==> src/rtl/sdram_arb_pkg.sv <==
// sdram_arb_pkg: shared types and constants for the SDRAM port arbiter.
//   arb_state_e  - arbiter FSM state
//   port_idx_t   - requester index (PORT_FB / PORT_GPU / PORT_CPU)
//   port_onehot  - index to one-hot port vector
package sdram_arb_pkg;

  localparam int unsigned NUM_PORTS = 3;

  typedef logic [1:0] port_idx_t;

  localparam port_idx_t PORT_FB  = 2'd0;
  localparam port_idx_t PORT_GPU = 2'd1;
  localparam port_idx_t PORT_CPU = 2'd2;

  typedef enum logic [1:0] {
    StIdle,
    StIssue,
    StWaitRd
  } arb_state_e;

  function automatic logic [NUM_PORTS-1:0] port_onehot(port_idx_t idx);
    return NUM_PORTS'(1) << idx;
  endfunction

endpackage

==> src/rtl/sdram_arb_select.sv <==
// sdram_arb_select: combinational winner selection for the SDRAM port arbiter.
//   req_i        - per-port request
//   age_sat_i    - [0] GPU, [1] CPU: waiting request has been bypassed AGE_LIMIT cycles
//   rr_cpu_i     - round-robin pointer, 1 favours the CPU, 0 favours the GPU
//   grant_o      - one-hot grant (all zero when nobody requests)
//   grant_idx_o  - index of the granted port
module sdram_arb_select
  import sdram_arb_pkg::*;
(
  input  logic [NUM_PORTS-1:0] req_i,
  input  logic [1:0]           age_sat_i,
  input  logic                 rr_cpu_i,
  output logic [NUM_PORTS-1:0] grant_o,
  output port_idx_t            grant_idx_o
);

  logic rr_idx_cpu;

  always_comb begin
    rr_idx_cpu  = 1'b0;
    grant_idx_o = PORT_FB;
    // Starved GPU/CPU requests override the scanout priority.
    if (age_sat_i[0] && age_sat_i[1]) begin
      rr_idx_cpu  = rr_cpu_i;
      grant_idx_o = rr_idx_cpu ? PORT_CPU : PORT_GPU;
    end else if (age_sat_i[0]) begin
      grant_idx_o = PORT_GPU;
    end else if (age_sat_i[1]) begin
      grant_idx_o = PORT_CPU;
    end else if (req_i[PORT_FB]) begin
      grant_idx_o = PORT_FB;
    end else if (req_i[PORT_GPU] && req_i[PORT_CPU]) begin
      grant_idx_o = rr_cpu_i ? PORT_CPU : PORT_GPU;
    end else if (req_i[PORT_GPU]) begin
      grant_idx_o = PORT_GPU;
    end else if (req_i[PORT_CPU]) begin
      grant_idx_o = PORT_CPU;
    end
    grant_o = (|req_i) ? port_onehot(grant_idx_o) : '0;
  end

endmodule

==> src/rtl/sdram_port_arbiter.sv <==
// sdram_port_arbiter: shares the SDRAM controller command port between the
// framebuffer scanout (port 0, fixed priority), the GPU (port 1) and the CPU
// bridge (port 2, round-robin with port 1, age-limited starvation guard).
//   clk, reset                  - clock, asynchronous active-high reset
//   req/req_addr/req_we/
//   req_wdata/req_wmask         - per-port request and command fields
//   req_ready                   - accept pulse, same cycle as the controller handshake
//   rsp_valid/rsp_data          - read data back to the owning port, one cycle after ctrl_rvalid
//   ctrl_*                      - command/read-data interface to the SDRAM controller
module sdram_port_arbiter
  import sdram_arb_pkg::*;
#(
  parameter int unsigned ADDR_W    = 24,
  parameter int unsigned DATA_W    = 16,
  parameter int unsigned AGE_LIMIT = 64
) (
  input  logic                              clk,
  input  logic                              reset,
  input  logic [NUM_PORTS-1:0]              req,
  input  logic [NUM_PORTS-1:0][ADDR_W-1:0]  req_addr,
  input  logic [NUM_PORTS-1:0]              req_we,
  input  logic [NUM_PORTS-1:0][DATA_W-1:0]  req_wdata,
  input  logic [NUM_PORTS-1:0][1:0]         req_wmask,
  output logic [NUM_PORTS-1:0]              req_ready,
  output logic [NUM_PORTS-1:0]              rsp_valid,
  output logic [DATA_W-1:0]                 rsp_data,
  output logic                              ctrl_valid,
  input  logic                              ctrl_ready,
  output logic [ADDR_W-1:0]                 ctrl_addr,
  output logic                              ctrl_we,
  output logic [DATA_W-1:0]                 ctrl_wdata,
  output logic [1:0]                        ctrl_dqm,
  input  logic                              ctrl_rvalid,
  input  logic [DATA_W-1:0]                 ctrl_rdata
);

  localparam int unsigned AgeW = $clog2(AGE_LIMIT + 1);
  typedef logic [AgeW-1:0] age_t;
  localparam age_t AgeMax = age_t'(AGE_LIMIT);

  arb_state_e state_q, state_d;

  port_idx_t             owner_q;
  logic                  rr_cpu_q;
  logic [ADDR_W-1:0]     ctrl_addr_q;
  logic                  ctrl_we_q;
  logic [DATA_W-1:0]     ctrl_wdata_q;
  logic [1:0]            ctrl_dqm_q;
  logic [NUM_PORTS-1:0]  rsp_valid_q;
  logic [DATA_W-1:0]     rsp_data_q;
  // Index 0 tracks the GPU, index 1 the CPU.
  logic [1:0][AgeW-1:0]  age_q, age_d;
  logic [1:0]            age_sat;

  logic [NUM_PORTS-1:0]  grant;
  port_idx_t             grant_idx;
  logic                  launch;
  logic                  rd_done;

  sdram_arb_select u_select (
    .req_i       (req),
    .age_sat_i   (age_sat),
    .rr_cpu_i    (rr_cpu_q),
    .grant_o     (grant),
    .grant_idx_o (grant_idx)
  );

  // State register.
  always_ff @(posedge clk or posedge reset) begin
    if (reset) state_q <= StIdle;
    else       state_q <= state_d;
  end

  // Next-state logic.
  always_comb begin
    state_d = state_q;
    case (state_q)
      StIdle:   if (|grant) state_d = StIssue;
      StIssue:  if (ctrl_ready) state_d = ctrl_we_q ? StIdle : StWaitRd;
      StWaitRd: if (ctrl_rvalid) state_d = StIdle;
      default:  state_d = StIdle;
    endcase
  end

  // Outputs and handshake strobes.
  always_comb begin
    launch     = (state_q == StIdle) && (|grant);
    rd_done    = (state_q == StWaitRd) && ctrl_rvalid;
    ctrl_valid = (state_q == StIssue);
    req_ready  = (ctrl_valid && ctrl_ready) ? port_onehot(owner_q) : '0;
  end

  // Age counters: a waiting GPU/CPU request ages every cycle it is not the owner.
  always_comb begin
    age_d   = age_q;
    age_sat = '0;
    for (int i = 0; i < 2; i++) begin
      age_sat[i] = req[i+1] && (age_q[i] == AgeMax);
      if (!req[i+1]) begin
        age_d[i] = '0;
      end else if (launch && (grant_idx == port_idx_t'(i + 1))) begin
        age_d[i] = '0;
      end else if ((state_q != StIdle) && (owner_q == port_idx_t'(i + 1))) begin
        age_d[i] = age_q[i];
      end else if (age_q[i] != AgeMax) begin
        age_d[i] = age_q[i] + age_t'(1);
      end
    end
  end

  // Command latch, response path and arbitration bookkeeping.
  always_ff @(posedge clk or posedge reset) begin
    if (reset) begin
      owner_q      <= PORT_FB;
      rr_cpu_q     <= 1'b0;
      ctrl_addr_q  <= '0;
      ctrl_we_q    <= 1'b0;
      ctrl_wdata_q <= '0;
      ctrl_dqm_q   <= 2'b00;
      rsp_valid_q  <= '0;
      rsp_data_q   <= '0;
      age_q        <= '0;
    end else begin
      if (launch) begin
        owner_q      <= grant_idx;
        ctrl_addr_q  <= req_addr[grant_idx];
        ctrl_we_q    <= req_we[grant_idx];
        ctrl_wdata_q <= req_wdata[grant_idx];
        // DQM is an active-high mask; reads always return both bytes.
        ctrl_dqm_q   <= req_we[grant_idx] ? ~req_wmask[grant_idx] : 2'b00;
        if (grant_idx != PORT_FB) rr_cpu_q <= (grant_idx == PORT_GPU);
      end
      rsp_valid_q <= rd_done ? port_onehot(owner_q) : '0;
      if (rd_done) rsp_data_q <= ctrl_rdata;
      age_q <= age_d;
    end
  end

  assign ctrl_addr  = ctrl_addr_q;
  assign ctrl_we    = ctrl_we_q;
  assign ctrl_wdata = ctrl_wdata_q;
  assign ctrl_dqm   = ctrl_dqm_q;
  assign rsp_valid  = rsp_valid_q;
  assign rsp_data   = rsp_data_q;

endmodule

==> config.mk <==
export PLATFORM = sky130hd
export DESIGN_NAME = sdram_port_arbiter
export DESIGN_NICKNAME = d
export VERILOG_FILES = /design/src/rtl/sdram_arb_pkg.sv /design/src/rtl/sdram_arb_select.sv /design/src/rtl/sdram_port_arbiter.sv
export SDC_FILE = /design/constraint.sdc
export NUM_CORES = 1
export LEC_CHECK = 0
export BUFFER_PORTS_ARGS = -buffer_cell sky130_fd_sc_hd__buf_4
export CORE_AREA = 4 4 101 103
export DETAILED_ROUTE_END_ITERATION = 8
export DIE_AREA = 0 0 105 107
export GPL_TIMING_DRIVEN = 0
export PLACE_DENSITY = 0.8
export SYNTH_ARGS = -nofsm -noshare
export SYNTH_HDL_FRONTEND = slang
export SYNTH_HIERARCHICAL = 1
export SYNTH_SLANG_ARGS = --single-unit
export TNS_END_PERCENT = 100
==> constraint.sdc <==
create_clock -name clk -period 3.4 [get_ports clk]
set_input_delay 0.51 -clock clk [delete_from_list [all_inputs] [get_ports clk]]
set_output_delay 0.51 -clock clk [all_outputs]
set_load 0.02 [all_outputs]
# Word level (Yosys, flattened, before mapping)
# Cells that the tools add are included.
op_classes:
  n_addsub: 2
  magnitude_cmp: 1
  n_eq_ne: 17
  n_shift: 2
  mux: 33
  bitwise: 1
  reduce_logical: 20
ops:
  columns: ["op", "count"]
  rows:
  - ["$mux 7", 8]
  - ["$bmux 24 s2", 1]
  - ["$bmux 16 s2", 1]
  - ["$mux 2", 14]
  - ["$mux 24", 1]
  - ["$mux 16", 1]
  - ["$add 7x1->7 const B", 2]
  - ["$eq 7x7->1 const B", 2]
  - ["$ne 7x7->1 const B", 2]
  - ["$logic_and 1x1->1", 11]
  - ["$mux 3", 3]
  - ["$eq 2x1->1 const B", 3]
  - ["$eq 2x2->1 const B", 3]
  - ["$ne 3x1->1 const B", 2]
  - ["$ne 3x3->1 const B", 2]
  - ["$pmux 2 s3", 1]
  - ["$reduce_and 2->1", 3]
  - ["$reduce_or 3->1", 2]
  - ["$shl 1x2->3 const A", 2]
  - ["$bmux 2 s2", 1]
  - ["$ne 2x1->1 const B", 2]
  - ["$reduce_bool 2->1", 2]
  - ["$lt 2x3->1 const B", 1]
  - ["$reduce_and 3->1", 1]
  - ["5 further kinds", 5]
word_totals:
  regBits: 81
  output_inout_bits: 66
  elab_cells: 87

# Longest topological paths before layout
logic_depth:
  word_depth: 14
  depth_mapped: 13

# Hierarchy
# The synthesis kept the hierarchy.
by_module_without_submodules:
  columns: ["module", "instances", "cells_per_inst", "area_each_um2"]
  rows:
  - ["sdram_port_arbiter", 1, 429, 4131.5]
  - ["sdram_arb_select", 1, 19, 105.1]

# Least setup slack after synthesis
# No wires, ideal clock.
synth_timing:
  kind: "reg2reg"
  from: "reg age_q[7] (netlist bit)"
  to: "reg state_q[0]"
  setup_ns: 0.130
  arrival_time_ns: 2.362
  required_ns: 3.270
  path_slack_ns: 0.908
  stages_incl_launch_ff: 11
  synth_period_minus_slack_ns: 2.492
  path_cell_list: "dfrtp_1 inv_1 ha_1 nor4b_1 and3_2 nor2_1 o221a_2 o31ai_4 buf_2 buf_2 o21ai_0"
synth_between:
  elab_chain_cells: 10
  elab_cells_between_ends: 11
synth_rtl:
  columns: ["element", "line_no", "source"]
  rows:
  - ["start, declared", "sdram_port_arbiter.sv:52", "logic [1:0][AgeW-1:0] age_q, age_d;"]
  - ["start signal, assigned", "sdram_port_arbiter.sv:135", "age_q <= age_d;"]
  - ["$eq 7x7->1 *", "sdram_port_arbiter.sv:98", "age_sat[i] = req[i+1] && (age_q[i] == AgeMax);"]
  - ["$logic_and 1x1->1 *", "sdram_port_arbiter.sv:98", null]
  - ["net age_sat[1]", "sdram_port_arbiter.sv:53", "logic [1:0] age_sat;"]
  - ["$mux 2", "sdram_arb_select.sv:28", "end else if (age_sat_i[1]) begin"]
  - ["$mux 2", "sdram_arb_select.sv:26", "end else if (age_sat_i[0]) begin"]
  - ["$mux 2 *", "sdram_arb_select.sv:23", "if (age_sat_i[0] && age_sat_i[1]) begin"]
  - ["$shl 1x2->3 *", "sdram_arb_pkg.sv:22", "return NUM_PORTS'(1) << idx;"]
  - ["$mux 3 *", "sdram_arb_select.sv:39", "grant_o = (|req_i) ? port_onehot(grant_idx_o) : '0;"]
  - ["net grant[1]", "sdram_port_arbiter.sv:55", "logic [NUM_PORTS-1:0] grant;"]
  - ["$reduce_or 3->1 *", "sdram_port_arbiter.sv:78", "StIdle: if (|grant) state_d = StIssue;"]
  - ["$ne 2x1->1 (no line) *", null, null]
  - ["$reduce_and 3->1 (no line) *", null, null]
  - ["end signal, assigned", "sdram_port_arbiter.sv:70", "if (reset) state_q <= StIdle;"]
  - ["end signal, assigned", "sdram_port_arbiter.sv:71", "else state_q <= state_d;"]
  - ["end, declared", "sdram_port_arbiter.sv:41", "arb_state_e state_q, state_d;"]
# The timed path passes the listed nets; every way through them passes the cells marked *.
# A chain may end at the register's enable or synchronous reset.

# Worst setup path in the final report
layout_timing:
  from: "reg age_q[7] (netlist bit)"
  to: "reg ctrl_wdata_q[8], in the netlist ctrl_wdata[8]"
layout_between:
  elab_chain_cells: 9
  elab_cells_between_ends: 12
layout_rtl:
  columns: ["element", "line_no", "source"]
  rows:
  - ["$eq 7x7->1 *", "sdram_port_arbiter.sv:98", null]
  - ["$logic_and 1x1->1 *", "sdram_port_arbiter.sv:98", null]
  - ["net age_sat[1]", "sdram_port_arbiter.sv:53", null]
  - ["$mux 2", "sdram_arb_select.sv:28", null]
  - ["$mux 2", "sdram_arb_select.sv:26", null]
  - ["$mux 2 *", "sdram_arb_select.sv:23", null]
  - ["$shl 1x2->3 *", "sdram_arb_pkg.sv:22", null]
  - ["$mux 3 *", "sdram_arb_select.sv:39", null]
  - ["net grant[1]", "sdram_port_arbiter.sv:55", null]
  - ["$reduce_or 3->1 *", "sdram_port_arbiter.sv:87", "launch = (state_q == StIdle) && (|grant);"]
  - ["$logic_and 1x1->1 *", "sdram_port_arbiter.sv:87", null]
  - ["end signal, assigned", "sdram_port_arbiter.sv:128", "ctrl_wdata_q <= req_wdata[grant_idx];"]
  - ["end, declared", "sdram_port_arbiter.sv:47", "logic [DATA_W-1:0] ctrl_wdata_q;"]
# The timed path passes the listed nets; every way through them passes the cells marked *. The select of a mux whose other input is x is not followed.

==> metrics.txt <==
CTS buffer count=9; post-CTS sizing=0; I/O Pins=about 220; Worst Path Class, Setup=register to register; sw power=about 0.0019 W; Gate Count Post-Synth=~450; Yosys reg bits=a little over 80; CTS tree=yes; synth warn=6; layout cells sized above 1=between 40% and 50%; total power=~0.0047 W; count of final hold-check violations=0; cell area after layout=6250 um2; Synth top area share=a little under half; vias per cell=approximately 5.2; Startpoint Class=register; Power Density=approximately 740 nW/um2; Routed Antenna Nets=0; RSZ-0062 raised after global routing=false; CP Max Fanout=10; worst hold path class=input port to async pin; crit path time final=3110 ps; Synth area leader=dfrtp_1; Area Overhead vs Synth=47.6%; Post-route DRC=0; DRT iter0 DRCs=between 150 and 200; Post-synth EDFFs=0; Mapped Avg Cell Area=roughly 9.5 um2; global-route wire length before repair=approximately 20000 um; max_cap viols=0; Die Ht=between 100 and 150 um; die width=105 um; clk sinks=81; setup violators final=0; # hold bufs at CTS=0; CORE AREA=about 9000 um2; GRT busiest layer=met2; Die ar.=around 11000 um2; Skew-Pair Late Insertion Delay=350 ps; r2r setup slk=290 ps; cell area after synthesis=around 4200 um2; Final period util=91.6%; most common cell in the netlist=dfrtp_1; final wirelength=12500 um; Least-Margin Pin Slew=between 500 and 600 ps; max-slew violation count=0; CTS Root Cell=clkbuf_8; Slowest cell on crit path=o31ai_4; CTS clk-pin slew, worst paths=90 ps; initial antenna violation count=0; Main synth FF type=dfrtp_1; met1 Track Usage GR=~27%; Clock Power Share=around 17%; Net Sw Frac=around two fifths; met2 Resource Use GR=roughly two fifths; critical path cell sequence=inv_1, ha_1, nor4b_1, and3_2, nor2_1, o221a_2, o31ai_4, buf_2, buf_2, nand2_1, o21ai_0; top cells by count, synth=dfrtp_1, nor2_1, nand2_1; number of global-route vias before repair=4182; diode count=0; largest net degree at the start of global routing=58; post-synthesis cell type count=43; CP max stage delay=between 400 and 500 ps; post-route setup TNS=0 ps; placed cell area=6030 um2; setup bufs post-CTS=0; Placer Congestion=between 0.8 and 0.9; clk_skew=8.49 ps; status=finished clean; Internal=0.00276 W; Buffers on Ports=around 220; Area contributors post-synth=dfrtp_1, mux2i_1, a21oi_1; WP data required=~3700 ps; WP buf/inv=3; Initial Util=between 40% and 50%; Net Count, Synth=between 600 and 700; LEAKAGE=about 3 nW; WP data arrival=3380 ps; post-detailed-placement half-perimeter wirelength=9940 um; Slew headroom=63.8%; wire length per cell=around 16 um; maximum buffer depth of the clock tree=2; Tot GR Track Use=between 20 and 25%; Top delay family on crit path=simple AND/OR/NAND/NOR gates; Comb pwr share=~49%; Peak Freq=between 300 and 400 MHz; Flop pwr share=34.7%; worst vdd ir=between 0.3 and 0.4 mV; Top cell by count, worst path=buf_2; drt pass-1 iters=4; Final Net Count=around 830; CTS H-tree depth=3; total grt overflow=0; GR met3 Demand/Resource=4.52%; row count=35; DR vias=around 4100; sequential cell area fraction in the yosys report=47.8%; ys async rst share=100%; Worst Setup End Kind=register
-- path summary, 6_finish.rpt --
path | from | end | cells after the start
min in group clk | ctrl_ready | state_q[0] | 2
min reg2reg | ctrl_wdata[6] | ctrl_wdata[6] | 2
max in group asynchronous | reset | ctrl_addr[6] | 3
min | reset | rsp_data[4] | 2
max reg2reg | age_q[7] | ctrl_wdata[8] | 11
max | age_q[7] | ctrl_wdata[8] | 11
-- cells in the final DEF (no fill, tap or decap), types with 4 or more instances in the layout --
master     Yosys  final
mux2i_1       45     45
o21ai_1        5      5
nand2_1       53     53
clkbuf_8       1     10
a21oi_1       50     50
mux2_2        16     16
nor2_1        62     62
or3_1          4      4
buf_2         11     11
buf_4          6    223
o21ai_0       49     49
dfrtp_1       81     81
clkbuf_1       8      9
ha_1           4      4
inv_1         12     11
o2111ai_1      4      4
xor2_1         4      4
-- final cells by class --
type	instances	area, um2
Clock buffer	10	128
Multi-Input combinational cell	329	2020
Fill cell	727	2940
Tap cell	111	139
Clock inverter	6	92.6
Sequential cell	81	2030
Inverter	12	47.5
Timing Repair Buffer	218	1660
Buffer	26	144
-- metrics by stage --
step                setup WS, ps  cells  hold slack, ps  utilization (%)
floorplan                    810    448             462                -
global placement           -51.4    776             464             65.3
global route                 105    793             131             68.0
finish                       287    793             113             68.0
CTS                          331    793             115             68.0
detailed placement           367    777             472             65.6
-- power groups by stage --
stage	Combinational, W	Sequential, W	Clock, W
after floorplan	0.000877	0.00201	0
after global placement	0.00222	0.00161	0
after detailed placement	0.00228	0.00163	0
after CTS	0.00229	0.00162	0.000787
after global routing	0.00247	0.00168	0.000824
final	0.00226	0.00162	0.000773
-- layer usage --
metal	part of all wire, %	wire (um)
met1	41	5110
met2	51	6440
met3	6.2	773
met4	1.7	219
met5	0	0
-- cells by family (layout without fill, tap and decap cells) --
logic type      after synthesis  after routing  synth area share, %
simple gates                138            138                 14.3
buf+inv                      38            272                 4.46
xor+xnor                      6              6                 1.24
flops                        81             81                 47.8
compound gates              120            120                 16.1
mux                          61             61                 14.9
fa+ha+maj                     4              4                 1.18
-- sequential cells by signal, indices dropped and copies added, names as in the netlist --
name	count
ctrl_wdata	16
rsp_data	16
ctrl_addr	24
state_q	2
owner_q	2
ctrl_we	1
rr_cpu_q	1
rsp_valid	3
ctrl_dqm	2
age_q	14
Power figures use the tool's default switching activity.
